--- config.mk ---
export PLATFORM = sky130hd
export DESIGN_NAME = tap_controller
export DESIGN_NICKNAME = d
export VERILOG_FILES = /design/src/rtl/tap_controller.sv
export SDC_FILE = /design/constraint.sdc
export NUM_CORES = 1
export LEC_CHECK = 0
export ABC_AREA = 1
export CORE_ASPECT_RATIO = 1.75
export CORE_MARGIN = 1.5
export CORE_UTILIZATION = 30
export CTS_CLUSTER_SIZE = 20
export DETAILED_ROUTE_END_ITERATION = 8
export PLACE_DENSITY = 0.56
export SKIP_CTS_REPAIR_TIMING = 1
export SYNTH_ARGS = -nofsm -noshare
export SYNTH_HDL_FRONTEND = slang
export SYNTH_SLANG_ARGS = --single-unit
export TNS_END_PERCENT = 1
--- constraint.sdc ---
create_clock -name TCK -period 1.4 [get_ports TCK]
set_input_delay 0.21 -clock TCK [delete_from_list [all_inputs] [get_ports TCK]]
set_output_delay 0.21 -clock TCK [all_outputs]
set_load 0.005 [all_outputs]
--- src/rtl/tap_controller.sv ---
// JTAG TAP controller: 16-state TAP FSM, 4-instruction IR decode and the
// IDCODE / GETTEST (BSR config) / RUNBIST (result readout) / BYPASS data paths.
module tap_controller #(
  parameter int          IR_WIDTH = 4,
  parameter logic [31:0] IDCODE   = 32'h1000_0001
) (
  input  logic        TCK,
  input  logic        TRST,
  input  logic        TMS,
  input  logic        TDI,
  output logic        TDO,
  output logic        TLR,
  output logic        UPDATEDR,
  output logic        RUNBIST_SELECT,
  output logic        GETTEST_SELECT,
  output logic [9:0]  BSR,
  input  logic [15:0] BIST_DATA
);

  // state       | meaning
  // S_TLR       | test-logic-reset, IR forced to IDCODE, BSR cleared
  // S_RTI       | run-test/idle
  // S_SEL_*     | select DR / IR scan branch
  // S_CAP_*     | parallel load of the selected shift register
  // S_SHIFT_*   | serial shift, TDI into MSB, LSB on TDO
  // S_EXIT1/2_* | leave shift, go to pause or update
  // S_PAUSE_*   | hold shift contents
  // S_UPDATE_*  | shifted value has been committed
  typedef enum logic [3:0] {
    S_TLR, S_RTI,
    S_SEL_DR, S_CAP_DR, S_SHIFT_DR, S_EXIT1_DR, S_PAUSE_DR, S_EXIT2_DR, S_UPDATE_DR,
    S_SEL_IR, S_CAP_IR, S_SHIFT_IR, S_EXIT1_IR, S_PAUSE_IR, S_EXIT2_IR, S_UPDATE_IR
  } state_t;

  localparam logic [IR_WIDTH-1:0] INS_IDCODE  = IR_WIDTH'(4'b0001);
  localparam logic [IR_WIDTH-1:0] INS_GETTEST = IR_WIDTH'(4'b0010);
  localparam logic [IR_WIDTH-1:0] INS_RUNBIST = IR_WIDTH'(4'b0011);
  localparam logic [IR_WIDTH-1:0] IR_CAPTURE  = IR_WIDTH'(4'b0101);

  typedef enum logic [1:0] {P_ID, P_GT, P_RB, P_BY} path_t;

  state_t              state_q, state_d;
  logic [IR_WIDTH-1:0] ir_sr_q, ir_sr_d;
  logic [IR_WIDTH-1:0] instr_q, instr_d;
  logic [31:0]         id_sr_q, id_sr_d;
  logic [9:0]          gt_sr_q, gt_sr_d;
  logic [15:0]         rb_sr_q, rb_sr_d;
  logic                by_sr_q, by_sr_d;
  logic [9:0]          bsr_q, bsr_d;
  logic                gt_sel_q, gt_sel_d;
  logic                rb_sel_q, rb_sel_d;
  path_t               path;

  always_ff @(posedge TCK) begin
    if (TRST) begin
      state_q  <= S_TLR;
      ir_sr_q  <= '0;
      instr_q  <= INS_IDCODE;
      id_sr_q  <= '0;
      gt_sr_q  <= '0;
      rb_sr_q  <= '0;
      by_sr_q  <= 1'b0;
      bsr_q    <= '0;
      gt_sel_q <= 1'b0;
      rb_sel_q <= 1'b0;
    end else begin
      state_q  <= state_d;
      ir_sr_q  <= ir_sr_d;
      instr_q  <= instr_d;
      id_sr_q  <= id_sr_d;
      gt_sr_q  <= gt_sr_d;
      rb_sr_q  <= rb_sr_d;
      by_sr_q  <= by_sr_d;
      bsr_q    <= bsr_d;
      gt_sel_q <= gt_sel_d;
      rb_sel_q <= rb_sel_d;
    end
  end

  always_comb begin
    state_d = state_q;
    case (state_q)
      S_TLR:       state_d = TMS ? S_TLR      : S_RTI;
      S_RTI:       state_d = TMS ? S_SEL_DR   : S_RTI;
      S_SEL_DR:    state_d = TMS ? S_SEL_IR   : S_CAP_DR;
      S_CAP_DR:    state_d = TMS ? S_EXIT1_DR : S_SHIFT_DR;
      S_SHIFT_DR:  state_d = TMS ? S_EXIT1_DR : S_SHIFT_DR;
      S_EXIT1_DR:  state_d = TMS ? S_UPDATE_DR : S_PAUSE_DR;
      S_PAUSE_DR:  state_d = TMS ? S_EXIT2_DR : S_PAUSE_DR;
      S_EXIT2_DR:  state_d = TMS ? S_UPDATE_DR : S_SHIFT_DR;
      S_UPDATE_DR: state_d = TMS ? S_SEL_DR   : S_RTI;
      S_SEL_IR:    state_d = TMS ? S_TLR      : S_CAP_IR;
      S_CAP_IR:    state_d = TMS ? S_EXIT1_IR : S_SHIFT_IR;
      S_SHIFT_IR:  state_d = TMS ? S_EXIT1_IR : S_SHIFT_IR;
      S_EXIT1_IR:  state_d = TMS ? S_UPDATE_IR : S_PAUSE_IR;
      S_PAUSE_IR:  state_d = TMS ? S_EXIT2_IR : S_PAUSE_IR;
      S_EXIT2_IR:  state_d = TMS ? S_UPDATE_IR : S_SHIFT_IR;
      S_UPDATE_IR: state_d = TMS ? S_SEL_DR   : S_RTI;
      default:     state_d = S_TLR;
    endcase
  end

  // Any code other than the three defined instructions falls through to bypass.
  always_comb begin
    if (instr_q == INS_IDCODE)       path = P_ID;
    else if (instr_q == INS_GETTEST) path = P_GT;
    else if (instr_q == INS_RUNBIST) path = P_RB;
    else                             path = P_BY;
  end

  always_comb begin
    ir_sr_d = ir_sr_q;
    instr_d = instr_q;
    id_sr_d = id_sr_q;
    gt_sr_d = gt_sr_q;
    rb_sr_d = rb_sr_q;
    by_sr_d = by_sr_q;
    bsr_d   = bsr_q;
    case (state_q)
      S_TLR: begin
        instr_d = INS_IDCODE;
        bsr_d   = '0;
      end
      S_CAP_IR:   ir_sr_d = IR_CAPTURE;
      S_SHIFT_IR: ir_sr_d = {TDI, ir_sr_q[IR_WIDTH-1:1]};
      S_CAP_DR: begin
        case (path)
          P_ID:    id_sr_d = IDCODE;
          P_GT:    gt_sr_d = bsr_q;
          P_RB:    rb_sr_d = BIST_DATA;
          default: by_sr_d = 1'b0;
        endcase
      end
      S_SHIFT_DR: begin
        case (path)
          P_ID:    id_sr_d = {TDI, id_sr_q[31:1]};
          P_GT:    gt_sr_d = {TDI, gt_sr_q[9:1]};
          P_RB:    rb_sr_d = {TDI, rb_sr_q[15:1]};
          default: by_sr_d = TDI;
        endcase
      end
      default: ;
    endcase
    if (state_d == S_UPDATE_IR) instr_d = ir_sr_q;
    if (state_d == S_UPDATE_DR && path == P_GT) bsr_d = gt_sr_q;
  end

  // Selects are registered from the next instruction so they never glitch.
  assign gt_sel_d = (instr_d == INS_GETTEST);
  assign rb_sel_d = (instr_d == INS_RUNBIST);

  always_comb begin
    TDO = 1'b0;
    if (state_q == S_SHIFT_IR) begin
      TDO = ir_sr_q[0];
    end else if (state_q == S_SHIFT_DR) begin
      case (path)
        P_ID:    TDO = id_sr_q[0];
        P_GT:    TDO = gt_sr_q[0];
        P_RB:    TDO = rb_sr_q[0];
        default: TDO = by_sr_q;
      endcase
    end
  end

  assign TLR            = (state_q == S_TLR);
  assign UPDATEDR       = (state_q == S_UPDATE_DR);
  assign GETTEST_SELECT = gt_sel_q;
  assign RUNBIST_SELECT = rb_sel_q;
  assign BSR            = bsr_q;

endmodule

Word level (Yosys, flattened, before mapping):

Index checks and enable logic that the tools add are counted.

* word-level logic and storage cells: 92
* output and inout port bits: 15
* input port bits: 20
* register bits: 83

* equal/unequal tests: 32
* mux-type cells: 36
* reductions and logical operators: 14

Operators with widths (number)
* 32-bit two-way mux: 2
* 32-bit one-hot mux with 2 select lines: 1
* 4-bit one-hot mux with 12 select lines: 1
* 4-bit equality test (second input constant): 10
* 10-bit two-way mux: 4
* 16-bit two-way mux: 2
* 16-bit one-hot mux with 2 select lines: 1
* 4-bit by 2-bit equality test with 1-bit output (second input constant): 6
* 4-bit two-way mux: 6
* 10-bit one-hot mux with 2 select lines: 1
* 4-bit by 3-bit equality test with 1-bit output (second input constant): 4
* 2-bit != test (second input constant): 6
* 3-bit AND reduction: 4
* 2-bit two-way mux: 5
* 4-bit by 1-bit equality test with 1-bit output (second input constant): 2
* 1-bit two-way mux: 8
* 4-bit one-hot mux with 2 select lines: 1
* 3-bit two-way mux: 2
* 2-bit nonzero test: 3
* 3-bit OR reduction: 2
* 4-bit zero test: 1
* 2-bit by 1-bit != test with 1-bit output (second input constant): 2
* 2-bit OR reduction: 2
* 1-bit one-hot mux with 3 select lines: 1
* other kinds (5): 5

Longest topological paths before layout:

* word-level depth: 8
* depth in mapped cells: 13
* depth with buffers taken out: 13

Least setup slack after synthesis:

Ideal clock, no wire load.

* path kind: reg2out
* from: reg state_q[2]
* to: out TDO
* path buffers: 2
* data required time: 1.190 ns
* path slack: -0.066 ns
* data arrival time: 1.256 ns
* cell stages (with the launch flop): 7
* cell sequence: dfxtp_1 -> inv_1 -> nor2_2 -> nand2_2 -> buf_2 -> clkbuf_1 -> o21ai_0

* longest elaborated chain between the ends: 3
* elaborated cells on any way between the ends: 4
* classes of those cells: eq/ne (2); mux (2)

Ends and longest elaborated chain
* from (decl): RTL line 42 `state_t state_q, state_d;`
* from (signal assigned): RTL line 67 `state_q <= state_d;`
* 4-bit by 3-bit equality test with 1-bit output: RTL line 156 `end else if (state_q == S_SHIFT_DR) begin`
* 1-bit two-way mux: RTL line 156
* 1-bit two-way mux *: RTL line 154 `if (state_q == S_SHIFT_IR) begin`
* to (decl): RTL line 11 `output logic TDO,`

Mark *: on every way between the ends. The rest lies on a longest branch, timed or not.

Worst setup path in the final report:

* from: reg state_q[2]
* to: out TLR

* longest elaborated chain between the ends: 1

Ends and longest elaborated chain
* 4-bit zero test: RTL line 166 `assign TLR = (state_q == S_TLR);`
* to (decl): RTL line 12 `output logic TLR,`

Every way passes these cells.

==> impl_results.md <==
* Tot Pwr at approximately 5.5 mW
* Crit start category: flip-flop
* Clock transition at path regs at about 0.060 ns
* Initial DRT Pass Iterations at 4
* Clk Latency, worst-skew pair at roughly 0.33 ns
* Hold Path Class: in -> reg
* DIE HEIGHT at 144 um
* Die area at 12100 um2
* Fillers at ~1200
* Least-Margin Pin Slew at 0.562 ns
* Post-Synthesis Cell Area at between 3000 and 4000 um2
* Avg Cell Area, Syn at about 7.3 um2
* Max IR drop VDD at approximately 710 uV
* CTS Buffer Depth at 2
* Yosys cell types at 28
* Avg Vias per Cell at approximately 5
* Starting DRT DRC Count at 214
* Per-cell routed wire length at 12.8 um
* Failing checks: negative setup slack
* DR DRC count at 0
* Post-route ant nets at 0
* Worst-path fanout max at 5
* #FFs+latches synth at 83
* Synthesized instance count at between 400 and 500
* Inserted Clock Buffers at 9
* Vias in the first global route at between 3000 and 4000
* WL final at 8560 um
* PwrDens at 1160 nW/um2
* Setup crit end: TLR
* Final setup fails at 78
* CTS sink cnt at 83
* Crit path DAT at roughly 1.6 ns
* Critical path's top delay family: buffers and inverters
* Max-slew violations at 0
* Final Hold Viols at 0
* Highest clock rate at 0.553 GHz
* Synth-to-Final Area Change at 37.9%
* Row count at 51
* Critical-path cell list: nor2_4 > nand2_2 > inv_1 > clkdlybuf4s50_1
* Reg2Reg Setup Slack at -0.28 ns
* PortBufs at 34
* NumNets Final at about 560
* Share of cells above drive strength 1 at 0.229
* Crit path time final at 1.81 ns
* I/O pin count at 35
* CP max-delay cell: clkdlybuf4s50_1
* Total via count in the routed design at 3354
* Final Skew at 0.00808 ns
* Root Buffer: clkbuf_16
* Placed wire-length estimate at 5620 um
* R2r startpoint: state_q[3]
* Die Width at approximately 84 um
* R2R Path End: BSR[1]
* First-pass GRT wire length at 13700 um
* Final Wtd Congestion at 0.916
* CP Class: reg -> out
* Worst setup EP type: output pin
* Total track usage at 0.140
* Pleak at about 2.0 nW
* Pin count of the biggest net entering global routing at 54
* Non-filler cells, final at 669
* R2R cell count at 9
* Final period util at 1.29
* Cell depth of the worst setup path at 4
* Sequential share of the synthesized area at 0.486
* Outcome: finished, violations left
* Total core area at 11100 um2
* Setup slack after layout at -0.408 ns
* Max-cap violations at 0
* Ys Warns at 0
* Post-Syn Nets at 486
* Initial core utilization at 0.308
* WP data required at 1.19 ns
* H-tree depth at 3
* RSZ-0062 raised after global routing: true
* Critical path buffers and inverters at 2
* Initial antenna violation count at 0
* CTS tree: built
* Worst setup path start: state_q[2]
* Rel. slew slack at 0.625
* Grt total ovfl at 0
* CP max stage delay at 0.50 ns
* Inserted Diodes at 0
* Placed Instances at ~650
synthesized netlist by cell type:
library cell,number,share of area
clkbuf_1,13,0.014
o21ai_1,1,0.0015
nand4_1,2,0.0037
o211ai_1,1,0.0022
nand2_2,6,0.011
nor2_1,14,0.015
o2111ai_1,1,0.0026
buf_2,9,0.013
a21oi_1,48,0.070
buf_1,3,0.0033
nand2_1,168,0.18
and2_1,1,0.0018
nand2_4,2,0.0066
nand3_1,20,0.029
buf_4,2,0.0044
inv_2,2,0.0022
a221oi_1,3,0.0077
a21oi_4,1,0.0048
clkinv_1,1,0.0011
nor2_2,2,0.0037
dfxtp_1,83,0.49
a31oi_1,27,0.049
o21ai_0,27,0.040
nand3_2,2,0.0059
a211oi_1,1,0.0022
inv_1,17,0.019
nor3_1,8,0.012
a32oi_1,1,0.0026
how the worst min path moves through the flow:
stage / start / endpoint / slack [ns] / depth (start not counted)
global placement: id_sr_q[12] / id_sr_q[11] / 0.44 / 2
detailed placement: id_sr_q[21] / id_sr_q[20] / 0.45 / 2
CTS: TRST / instr_q[0] / 0.18 / 3
global route: TRST / instr_q[0] / 0.21 / 3
floorplan: TDI / ir_sr_q[3] / 0.35 / 2
finish: TRST / instr_q[0] / 0.19 / 3
through the flow:
step | utilization | setup TNS [ns] | setup slack, ns | area, um2 | hold WS (ns)
2_1_floorplan | - | -0.426 | -0.0229 | 3420 | 0.353
3_3_place_gp | 0.380 | -20.73 | -0.483 | 4220 | 0.444
3_5_place_dp | 0.380 | -19.34 | -0.502 | 4220 | 0.451
4_1_cts | 0.404 | -19.97 | -0.866 | 4490 | 0.184
5_1_grt | 0.424 | -23.86 | -0.508 | 4710 | 0.206
6_report | 0.424 | -15.11 | -0.408 | 4710 | 0.193
cell type report:
| type | instances | area (um2) | share of cell area |
|---|---|---|---|
| inverters | 20 | 75.1 | 0.0159 |
| well taps | 132 | 165 | 0.0351 |
| repair buffers | 85 | 803 | 0.170 |
| flip-flops and latches | 83 | 1690 | 0.358 |
| clock inverters | 4 | 45.0 | 0.00956 |
| multi-input cells | 336 | 1710 | 0.364 |
| clock buffers | 9 | 225 | 0.0478 |
layer usage:
metal | up-vias | wire [um] | track usage
met5 | - | 0 | 0
met1 | 1569 | 3660 | 0.160
met4 | 0 | 286 | 0.0915
met3 | 24 | 268 | 0.0263
met2 | 74 | 4350 | 0.238
li1 | 1687 | - | -
logic make-up (layout without fill, tap and decap cells):
family	Yosys count	in the layout	share of synthesized area
and+or+nand+nor	225	225	0.274
AOI/OAI and AO/OA	111	111	0.183
DFF	83	83	0.486
buffers and inverters	47	118	0.0571
tightest hold or removal path, delay by kind of cell:
kind / cells / cell delay [ns]
buffers and inverters: 2 / 0.19
AND/OR/NAND/NOR: 1 / 0.09
where the power goes:
group / switching [mW] / leakage, nW / internal, mW
sequential: 0.0372 / 0.676 / 2.39
clock: 0.881 / 0.137 / 1.34
combinational: 0.474 / 1.16 / 0.342
flip-flops by register name, indices dropped and copies added, names as in the netlist:
signal          flops
id_sr_q            32
by_sr_q             1
rb_sr_q            16
gt_sr_q            10
RUNBIST_SELECT      1
ir_sr_q             4
instr_q             4
state_q             4
GETTEST_SELECT      1
BSR                10
layout by cell type (no fill, tap or decap), drive strengths merged, types with 4 or more instances in the layout:
cell,count
clkbuf,10
clkdlybuf4s50,21
clkinv,4
a31oi,27
a21oi,49
dfxtp,83
o21ai,28
buf,52
nor2,16
nand2,176
inv,19
nand3,22
dlymetal6s2s,11
nor3,8
No activity file was read; power rests on OpenSTA's default activity.
